[src/rtl/kb_multi_key_decoder_if.sv]
// Byte stream from ps2_rx into the decoder, plus per-key status and parser debug view back out.
// scan_done_tick is a one-cycle strobe qualifying scan_code; there is no back-pressure, so every strobed byte is consumed in that cycle.
interface kb_multi_key_decoder_if #(
    parameter int NUM_KEYS = 6
);
    logic                scan_done_tick;
    logic [7:0]          scan_code;
    logic [NUM_KEYS-1:0] key_held;
    logic [NUM_KEYS-1:0] key_press;
    logic [NUM_KEYS-1:0] key_repeat;
    logic [NUM_KEYS-1:0] key_release;
    logic                any_held;
    logic                prefix_timeout;
    logic [1:0]          dbg_state;

    modport master (
        output scan_done_tick,
        output scan_code,
        input  key_held,
        input  key_press,
        input  key_repeat,
        input  key_release,
        input  any_held,
        input  prefix_timeout,
        input  dbg_state
    );

    modport slave (
        input  scan_done_tick,
        input  scan_code,
        output key_held,
        output key_press,
        output key_repeat,
        output key_release,
        output any_held,
        output prefix_timeout,
        output dbg_state
    );
endinterface

[src/rtl/kb_multi_key_decoder.sv]
// PS/2 scan-code decoder: tracks make/break state of NUM_KEYS keys (with E0-extended codes)
// from one byte stream, emitting press/repeat/release pulses and abandoning stale prefixes.
module kb_multi_key_decoder #(
    parameter int                    NUM_KEYS       = 6,
    parameter logic [NUM_KEYS*9-1:0] KEY_CODES      = {9'h05A, 9'h02D, 9'h01B, 9'h01D, 9'h023, 9'h01C},
    parameter int                    PREFIX_TIMEOUT = 2_000_000
) (
    input logic                   clk,
    input logic                   reset,
    kb_multi_key_decoder_if.slave bus
);

    localparam int CW = (PREFIX_TIMEOUT > 0) ? $clog2(PREFIX_TIMEOUT + 1) : 1;
    localparam logic [CW-1:0] CNT_LAST = CW'((PREFIX_TIMEOUT > 0) ? PREFIX_TIMEOUT - 1 : 0);
    localparam bit TIMEOUT_EN = (PREFIX_TIMEOUT > 0);

    typedef enum logic [1:0] {
        ST_IDLE    = 2'd0,
        ST_EXT     = 2'd1,
        ST_BRK     = 2'd2,
        ST_EXT_BRK = 2'd3
    } state_e;

    state_e              state_q, state_d;
    logic [CW-1:0]       cnt_q, cnt_d;
    logic                timeout_q, timeout_d;
    logic [NUM_KEYS-1:0] held_q, held_d;
    logic [NUM_KEYS-1:0] press_q, press_d;
    logic [NUM_KEYS-1:0] repeat_q, repeat_d;
    logic [NUM_KEYS-1:0] release_q, release_d;
    logic                any_held_q, any_held_d;

    logic                is_data;
    logic                ext_flag;
    logic                brk_flag;
    logic [8:0]          data_key;

    assign ext_flag = (state_q == ST_EXT) || (state_q == ST_EXT_BRK);
    assign brk_flag = (state_q == ST_BRK) || (state_q == ST_EXT_BRK);
    assign data_key = {ext_flag, bus.scan_code};

    // Parser: a tick always beats a coincident timeout expiry.
    always_comb begin
        state_d   = state_q;
        cnt_d     = '0;
        timeout_d = 1'b0;
        is_data   = 1'b0;
        if (bus.scan_done_tick) begin
            if (bus.scan_code == 8'hE0) begin
                state_d = ST_EXT;
            end else if (bus.scan_code == 8'hF0) begin
                case (state_q)
                    ST_IDLE: state_d = ST_BRK;
                    ST_EXT:  state_d = ST_EXT_BRK;
                    default: state_d = state_q;
                endcase
            end else begin
                is_data = 1'b1;
                state_d = ST_IDLE;
            end
        end else if (TIMEOUT_EN && (state_q != ST_IDLE)) begin
            if (cnt_q == CNT_LAST) begin
                state_d   = ST_IDLE;
                timeout_d = 1'b1;
            end else begin
                cnt_d = cnt_q + CW'(1);
            end
        end
    end

    // Every slice is compared in parallel so duplicate codes update together.
    always_comb begin
        held_d    = held_q;
        press_d   = '0;
        repeat_d  = '0;
        release_d = '0;
        for (int i = 0; i < NUM_KEYS; i++) begin
            if (is_data && (KEY_CODES[9*i +: 9] == data_key)) begin
                if (brk_flag) begin
                    release_d[i] = held_q[i];
                    held_d[i]    = 1'b0;
                end else begin
                    press_d[i]  = ~held_q[i];
                    repeat_d[i] = held_q[i];
                    held_d[i]   = 1'b1;
                end
            end
        end
    end

    assign any_held_d = |held_q;

    always_ff @(posedge clk) begin
        if (!reset) begin
            state_q    <= ST_IDLE;
            cnt_q      <= '0;
            timeout_q  <= 1'b0;
            held_q     <= '0;
            press_q    <= '0;
            repeat_q   <= '0;
            release_q  <= '0;
            any_held_q <= 1'b0;
        end else begin
            state_q    <= state_d;
            cnt_q      <= cnt_d;
            timeout_q  <= timeout_d;
            held_q     <= held_d;
            press_q    <= press_d;
            repeat_q   <= repeat_d;
            release_q  <= release_d;
            any_held_q <= any_held_d;
        end
    end

    assign bus.key_held       = held_q;
    assign bus.key_press      = press_q;
    assign bus.key_repeat     = repeat_q;
    assign bus.key_release    = release_q;
    assign bus.any_held       = any_held_q;
    assign bus.prefix_timeout = timeout_q;
    assign bus.dbg_state      = state_q;

endmodule
[src/flat_wrapper.sv]
// flat-port wrapper written by rule: the top's interface ports become plain ports
module kb_multi_key_decoder_flat 
#(
    parameter int                    NUM_KEYS       = 6,
    parameter logic [NUM_KEYS*9-1:0] KEY_CODES      = {9'h05A, 9'h02D, 9'h01B, 9'h01D, 9'h023, 9'h01C},
    parameter int                    PREFIX_TIMEOUT = 2_000_000
)
  (clk, reset, bus_scan_done_tick, bus_scan_code, bus_key_held, bus_key_press, bus_key_repeat, bus_key_release, bus_any_held, bus_prefix_timeout, bus_dbg_state);
  kb_multi_key_decoder_if #(.NUM_KEYS(NUM_KEYS)) bus_i ();
  input logic clk;
  input logic reset;
  input wire logic [$bits(bus_i.scan_done_tick)-1:0] bus_scan_done_tick;
  input wire logic [$bits(bus_i.scan_code)-1:0] bus_scan_code;
  output wire logic [$bits(bus_i.key_held)-1:0] bus_key_held;
  output wire logic [$bits(bus_i.key_press)-1:0] bus_key_press;
  output wire logic [$bits(bus_i.key_repeat)-1:0] bus_key_repeat;
  output wire logic [$bits(bus_i.key_release)-1:0] bus_key_release;
  output wire logic [$bits(bus_i.any_held)-1:0] bus_any_held;
  output wire logic [$bits(bus_i.prefix_timeout)-1:0] bus_prefix_timeout;
  output wire logic [$bits(bus_i.dbg_state)-1:0] bus_dbg_state;
  assign bus_i.scan_done_tick = bus_scan_done_tick;
  assign bus_i.scan_code = bus_scan_code;
  assign bus_key_held = bus_i.key_held;
  assign bus_key_press = bus_i.key_press;
  assign bus_key_repeat = bus_i.key_repeat;
  assign bus_key_release = bus_i.key_release;
  assign bus_any_held = bus_i.any_held;
  assign bus_prefix_timeout = bus_i.prefix_timeout;
  assign bus_dbg_state = bus_i.dbg_state;
  kb_multi_key_decoder #(.NUM_KEYS(NUM_KEYS), .KEY_CODES(KEY_CODES), .PREFIX_TIMEOUT(PREFIX_TIMEOUT)) u_core (.clk(clk), .reset(reset), .bus(bus_i));
endmodule
[config.mk]
export PLATFORM = sky130hd
export DESIGN_NAME = kb_multi_key_decoder_flat
export DESIGN_NICKNAME = d
export VERILOG_FILES = /design/src/rtl/kb_multi_key_decoder_if.sv /design/src/rtl/kb_multi_key_decoder.sv /design/src/flat_wrapper.sv
export SDC_FILE = /design/constraint.sdc
export NUM_CORES = 1
export LEC_CHECK = 0
export ABC_CLOCK_PERIOD_IN_PS = 1700
export CAP_MARGIN = 20
export CORE_AREA = 2 2 78 72
export DETAILED_ROUTE_END_ITERATION = 6
export DIE_AREA = 0 0 80 74
export PLACE_DENSITY = 0.63
export SETUP_SLACK_MARGIN = 0.1
export SLEW_MARGIN = 40
export SYNTH_ARGS = -nofsm -noshare
export SYNTH_HDL_FRONTEND = slang
export SYNTH_SLANG_ARGS = --single-unit
[constraint.sdc]
create_clock -name clk -period 1.7 [get_ports clk]
set_input_delay 0.425 -clock clk [delete_from_list [all_inputs] [get_ports clk]]
set_output_delay 0.425 -clock clk [all_outputs]
set_load 0.01 [all_outputs]
==> flow_summary_export.csv, run 1 <==
group,metric,value,unit
status,status,"finished, violations left",
status,violations,"negative setup slack",
clocking,cts.sinks,49,
logic_synthesis,muxShareOfSynthArea,0.0101,
detailed_routing,drt_pass1_iterations,4,
detailed_routing,viasPerCell,4.93,
detailed_routing,postRouteAntennaNets,0,
worst_setup_path,endpoint_kind,"flip-flop",
clocking,clk_path_buf_depth,2,
logic_synthesis,syn_nets,236,
clocking,htreeDepth,2,
logic_synthesis,ys_types,44,
clocking,cts_root_buf,"clkbuf_8",
worst_setup_path,required,1.91,ns
sta,period_needed,1.87,ns
sta,finalHoldViolations,0,
logic_synthesis,synthCells,224,
min_path,hold_class,"flip-flop to flip-flop",
power,combPwrFrac,0.045,
power,clkPwrFrac,0.363,
floorplanning,rows,25,
logic_synthesis,yosysWarnings,0,
logic_synthesis,yosys_register_bits,49,
detailed_routing,wire_per_inst,12.8,um
logic_synthesis,synthFlopType,"dfxtp_1",
logic_synthesis,synth-compound-area-share,0.0862,
global_routing,grt_max_degree,17,
sta,post-route-worst-setup-slack,-0.167,ns
finish,diodes,0,
power,power_frac_seq,0.592,
floorplanning,start_util,0.388,
sta,tightest_slew,0.385,ns
finish,area_growth,52.2,%
power,peakVddDrop,0.407,mV
worst_setup_path,crit_type,"flip-flop to flip-flop",
logic_synthesis,yosysSeqAreaShare,0.493,
floorplanning,core_area,5130,um2
sta,slew_headroom,0.740,
place,port_buffers,38,
clocking,cts-buffers-inserted,5,
worst_setup_path,crit_slowest_cell,"or4b_4",
finish,drive_above_1_share,0.304,
global_routing,grt_antenna_before_repair,0,
logic_synthesis,synthXorXnorAreaFrac,0.0529,
clocking,clkTransAtPathRegs,0.09,ns
floorplanning,design.portCount,39,
sta,period_share,1.10,
global_routing,grt_pass1_vias,1812,
worst_setup_path,worstPathMaxFanout,3,
clocking,insertion_delay,0.31,ns
power,p_leak,1.43,nW
place,dpl_worst_slack,-0.437,ns
clocking,cts_tree,"built",
detailed_routing,route.detailed.drc,0,
sta,whs,0.463,ns
power,internal_power,1.49,mW
clocking,postCtsHoldBufs,0,
detailed_routing,drt_iter0_markers,88,
finish,fin_nets,320,
worst_setup_path,start_kind,"flip-flop",
global_routing,overflow,0,
global_routing,grt_usage,0.185,
logic_synthesis,synth_top_family_by_area,"simple AND/OR/NAND/NOR gates",
detailed_routing,via_count,1853,
worst_setup_path,path_cells,"or4b_4, or4_4, or2_4, a22o_1",
power,p_sw,453,uW
floorplanning,die_area,5920,um2
logic_synthesis,synth_simple_gate_area_frac,0.312,
finish,postLayoutCoreUtil,0.590,
logic_synthesis,synth-adder-area-share,0.00629,
power,power_density,641,nW/um2
sta,drv_slew,0,
sta,max_freq,536,MHz
global_routing,grt_pass1_wl,8.44,mm
worst_setup_path,max_stage_delay,0.53,ns
sta,fin_skew,0.00323,ns
place,place_hpwl,3.48,mm
logic_synthesis,synth_area_per_cell,8.88,um2
logic_synthesis,synth_edf_count,0,
logic_synthesis,synthArstFlopShare,0,
logic_synthesis,syn_area,1990,um2
sta,fin_setup_tns,-3.16,ns
place,routabilityCongestion,0.836,
detailed_routing,totalWireLength,4.79,mm
worst_setup_path,worst_ep_arrival_time,2.08,ns
sta,setup_viol,24,
floorplanning,fp.dieH,74,um
floorplanning,dieWidth,80,um
power,swShare,0.233,
sta,rsz0062_at_grt,"yes",
run,maxCapViolations,0,
flip-flops by register name, indices dropped and copies added, names as in the netlist:
signal,cells
u_core.bus.key_press,6
u_core.bus.dbg_state,2
u_core.bus.key_release,6
u_core.bus.key_held,6
u_core.bus.any_held,1
u_core.bus.key_repeat,6
u_core.cnt_q,21
u_core.bus.prefix_timeout,1
worst max-delay path: cells and delay by family, from the launching register on:
kind            cells  cell delay, ns
flops               1            0.33
compound gates      1            0.19
simple gates        3            1.25
timing repair:
action,4_1_cts,5_1_grt
resized for setup,53,28
pin swaps,18,1
setup endpoints to repair,57,47
buffers inserted,2,0
gates cloned,1,0
layout make-up:
type,instances,area [um2]
clock buffer,5,68.8
clock inverter,3,21.3
fill,469,2100
inverter,13,48.8
multi-input combinational,155,1060
sequential,49,987
tap,67,83.8
timing repair buffer,84,758
worst paths after layout:
path | start | to | slack, ns | depth (start not counted)
min | u_core.bus.key_held[4] | u_core.bus.key_press[4] | 0.46 | 1
max reg2reg | u_core.cnt_q[13] | u_core.bus.dbg_state[1] | -0.17 | 4
max | u_core.cnt_q[13] | u_core.bus.dbg_state[1] | -0.17 | 4
min reg2reg | u_core.bus.key_held[4] | u_core.bus.key_press[4] | 0.46 | 1
routing by layer:
layer,share of wire,vias to the layer above,track usage
met4,0.014,0,0.0829
li1,-,953,-
met2,0.45,34,0.273
met5,0,-,0
met3,0.045,6,0.0400
met1,0.49,860,0.260
stage by stage:
step	instance area [um2]	total power, mW	std cells
3_5_place_dp	2750	1.26	365
4_1_cts	2950	1.97	376
3_3_place_gp	2750	1.26	365
5_1_grt	3030	2.02	376
6_report	3030	1.94	376
2_1_floorplan	2000	1.20	224
cell families (layout without fill, tap and decap cells):
logic type,after synthesis,in the layout
flops,49,49
compound gates,27,27
xor+xnor,12,12
simple gates,113,113
buf+inv,20,105
fa+ha+maj,1,1
mux,2,2
power groups by stage:
stage / Clock [mW] / Sequential [mW] / Combinational (mW)
finish: 0.705 / 1.15 / 0.0873
global route: 0.775 / 1.15 / 0.0949
CTS: 0.736 / 1.15 / 0.0835
detailed placement: 0 / 1.17 / 0.0836
global placement: 0 / 1.17 / 0.0833
floorplan: 0 / 1.18 / 0.0247
Yosys cell counts, drive strengths merged, types with 2 or more instances:
cell,instances,share of area
nor2b,4,0.013
and2,4,0.013
nand2,12,0.023
nor4,6,0.019
nor3,10,0.025
o21ai,5,0.013
or2,5,0.016
inv,13,0.025
nand3,8,0.020
xnor2,9,0.040
clkbuf,4,0.0075
nor2,32,0.060
buf,3,0.0075
mux2i,2,0.010
xor2,3,0.013
a21oi,10,0.025
nand2b,2,0.0063
o31ai,3,0.011
or4,6,0.026
or3,3,0.0094
nand4,9,0.028
dfxtp,49,0.49
o21a,2,0.0075
nor4bb,3,0.015
placed cells by master (no fill, tap or decap), types with 5 or more instances in the layout:
cell type / synthesis / routed
nor3_1: 10 / 10
clkbuf_8: 0 / 5
dfxtp_1: 49 / 44
dlygate4sd2_1: 0 / 19
dfxtp_2: 0 / 5
a21oi_2: 0 / 7
nand3_1: 8 / 8
inv_1: 13 / 13
nor2_1: 32 / 23
or2_4: 0 / 5
buf_4: 0 / 43
nor4_1: 6 / 6
nand4_1: 9 / 9
dlymetal6s2s_1: 0 / 18
nor2_2: 0 / 8
nand2_1: 12 / 11
xnor2_1: 9 / 9
(Power assumes the default switching activity.)
==> inputs of run 2 (changes only) <==
- ABC_CLOCK_PERIOD_IN_PS: 1700 -> 1600
- CELL_PAD_IN_SITES_DETAIL_PLACEMENT: unset -> 0
- CELL_PAD_IN_SITES_GLOBAL_PLACEMENT: unset -> 1
- CORE_AREA: 2 2 78 72 -> 2 2 84 78
- DIE_AREA: 0 0 80 74 -> 0 0 86 80
- PLACE_DENSITY: 0.63 -> 0.7
- clock period: 1.7 -> 1.6 ns (I/O delays scaled with it)
==> run 2 against run 1 <==
The flow still finishes with violations (negative setup slack). First-iteration DRC count decreased by 35%. Power up 16%. Clock-buffer cell count up 1. Maximum frequency decreased by 0.25%. Die area increased by 16%. Routed wire length grew 0.81%. Combinational power rose by 6.4%. Critical path depth did not move. Utilization shrank 8.5 points. Sequential share of layout area rose by 0.11 points. Critical endpoint unchanged. Largest cell class unchanged.
==> flow_summary_export.csv, run 2 (synthesized netlist as in run 1, its figures left out) <==
group,metric,value,unit
worst_setup_path,required,1.80,ns
clocking,cts_root_buf,"clkbuf_8",
worst_setup_path,endpoint_kind,"flip-flop",
global_routing,grt_pass1_wl,8.08,mm
clocking,postCtsHoldBufs,0,
sta,setup_viol,24,
finish,final_area,3020,um2
detailed_routing,wire_per_inst,12.5,um
sta,max_freq,534,MHz
finish,drive_above_1_share,0.302,
sta,period_share,1.17,
floorplanning,design.portCount,39,
clocking,cts-buffers-inserted,5,
place,port_buffers,38,
global_routing,grt_pass1_vias,1755,
sta,finalHoldViolations,0,
finish,final_common_cell,"buf_4",
worst_setup_path,r2r_cells,4,
worst_setup_path,rr_startpoint,"u_core.cnt_q[13]",
global_routing,grt_usage,0.150,
finish,nFillCells,576,
global_routing,grt_max_degree,16,
sta,period_needed,1.87,ns
clocking,cts_setup_buffers,0,
finish,fin_nets,326,
min_path,worstHoldStart,"u_core.bus.key_held[4]",
sta,drv_slew,0,
worst_setup_path,worst_ep_arrival_time,2.07,ns
sta,slew_headroom,0.779,
sta,whs,0.444,ns
sta,tightest_slew,0.327,ns
status,violations,"negative setup slack",
worst_setup_path,rrSetupSlack,-0.27,ns
place,place_hpwl,3.67,mm
finish,area_growth,51.9,%
status,status,"finished, violations left",
finish,top_register,"u_core.cnt_q",
worst_setup_path,worstPathMaxFanout,3,
worst_setup_path,startpoint,"u_core.cnt_q[13]",
detailed_routing,route.detailed.drc,0,
clocking,htreeDepth,2,
clocking,clk_path_buf_depth,2,
detailed_routing,totalWireLength,4.83,mm
run,maxCapViolations,0,
sta,post-route-worst-setup-slack,-0.272,ns
clocking,cts.sinks,49,
floorplanning,die_area,6880,um2
sta,fin_skew,0.00391,ns
floorplanning,rows,27,
worst_setup_path,crit_type,"flip-flop to flip-flop",
floorplanning,start_util,0.332,
place,place_area,2830,um2
power,p_leak,1.23,nW
power,power_density,746,nW/um2
detailed_routing,viasPerCell,4.72,
clocking,insertion_delay,0.30,ns
finish,mostFrequentLayoutCells,"49 x buf_4, 45 x dfxtp_1, 36 x dlygate4sd2_1, 26 x nor2_1, 13 x inv_1",
global_routing,overflow,0,
worst_setup_path,start_kind,"flip-flop",
place,dpl_worst_slack,-0.398,ns
min_path,hold_class,"flip-flop to flip-flop",
place,routabilityCongestion,0.788,
finish,diodes,0,
floorplanning,dieWidth,86,um
global_routing,grt_antenna_before_repair,0,
detailed_routing,drt_pass1_iterations,4,
clocking,clkTransAtPathRegs,0.09,ns
detailed_routing,drt_iter0_markers,57,
finish,largest_register_ff_count,21,
sta,rsz0062_at_grt,"yes",
worst_setup_path,crit_path_end,"u_core.bus.dbg_state[1]",
detailed_routing,postRouteAntennaNets,0,
power,peakVddDrop,0.302,mV
floorplanning,core_area,5980,um2
clocking,cts_tree,"built",
detailed_routing,via_count,1828,
floorplanning,fp.dieH,80,um
worst_setup_path,timing.rr.end,"u_core.bus.dbg_state[1]",
-- run 2: what timing repair did --
action,in CTS,in global routing
endpoints found under the hold margin,0,0
pin swaps,7,15
cloned,0,1
gates resized for setup,52,21
endpoints found under the setup margin,73,32
-- run 2: power breakdown --
| part | total (mW) | switching, mW | internal (mW) | leakage, nW |
|---|---|---|---|---|
| Combinational | 0.0929 | 0.0420 | 0.0509 | 0.776 |
| Sequential | 1.22 | 0.000445 | 1.22 | 0.397 |
| Clock | 0.941 | 0.432 | 0.509 | 0.0574 |
-- run 2: how the worst min path moves through the flow --
stage / end / slack, ns / cells past startpoint
CTS: u_core.bus.key_press[4] / 0.46 / 1
global placement: u_core.bus.key_press[4] / 0.44 / 1
floorplan: u_core.cnt_q[0] / 0.42 / 1
global route: u_core.bus.key_release[3] / 0.47 / 3
detailed placement: u_core.bus.key_press[4] / 0.44 / 1
finish: u_core.bus.key_press[4] / 0.44 / 1
-- run 2: stage by stage --
stage / util / power (mW) / TNS (ns) / std cells
after global routing: 0.505 / 2.34 / -6.49 / 387
after global placement: 0.473 / 1.34 / -13.15 / 378
after detailed placement: 0.473 / 1.34 / -13.76 / 378
after floorplan: - / 1.28 / -3.08 / 224
after CTS: 0.494 / 2.28 / -5.64 / 386
final: 0.505 / 2.25 / -5.34 / 387
-- run 2: cell type report --
cell class                      count  area, um2  area share
Multi-Input combinational cell    155       1040       0.344
Sequential cell                    49        988       0.327
Timing Repair Buffer               90        732       0.242
Tap cell                           72       90.1      0.0298
Clock buffer                        6       82.6      0.0274
Inverter                           13       48.8      0.0162
Clock inverter                      2       37.5      0.0124
-- run 2: layer usage --
metal,part of all wire,GRT usage
met2,0.43,0.226
met4,0.013,0.0476
met5,0,0
met1,0.51,0.207
met3,0.047,0.0403
-- run 2: critical path: stages, from the launching register on --
cell and delay, ns:
dfxtp_2 0.33, or4b_4 0.53, or4_4 0.46, or2_4 0.25, a22o_1 0.20
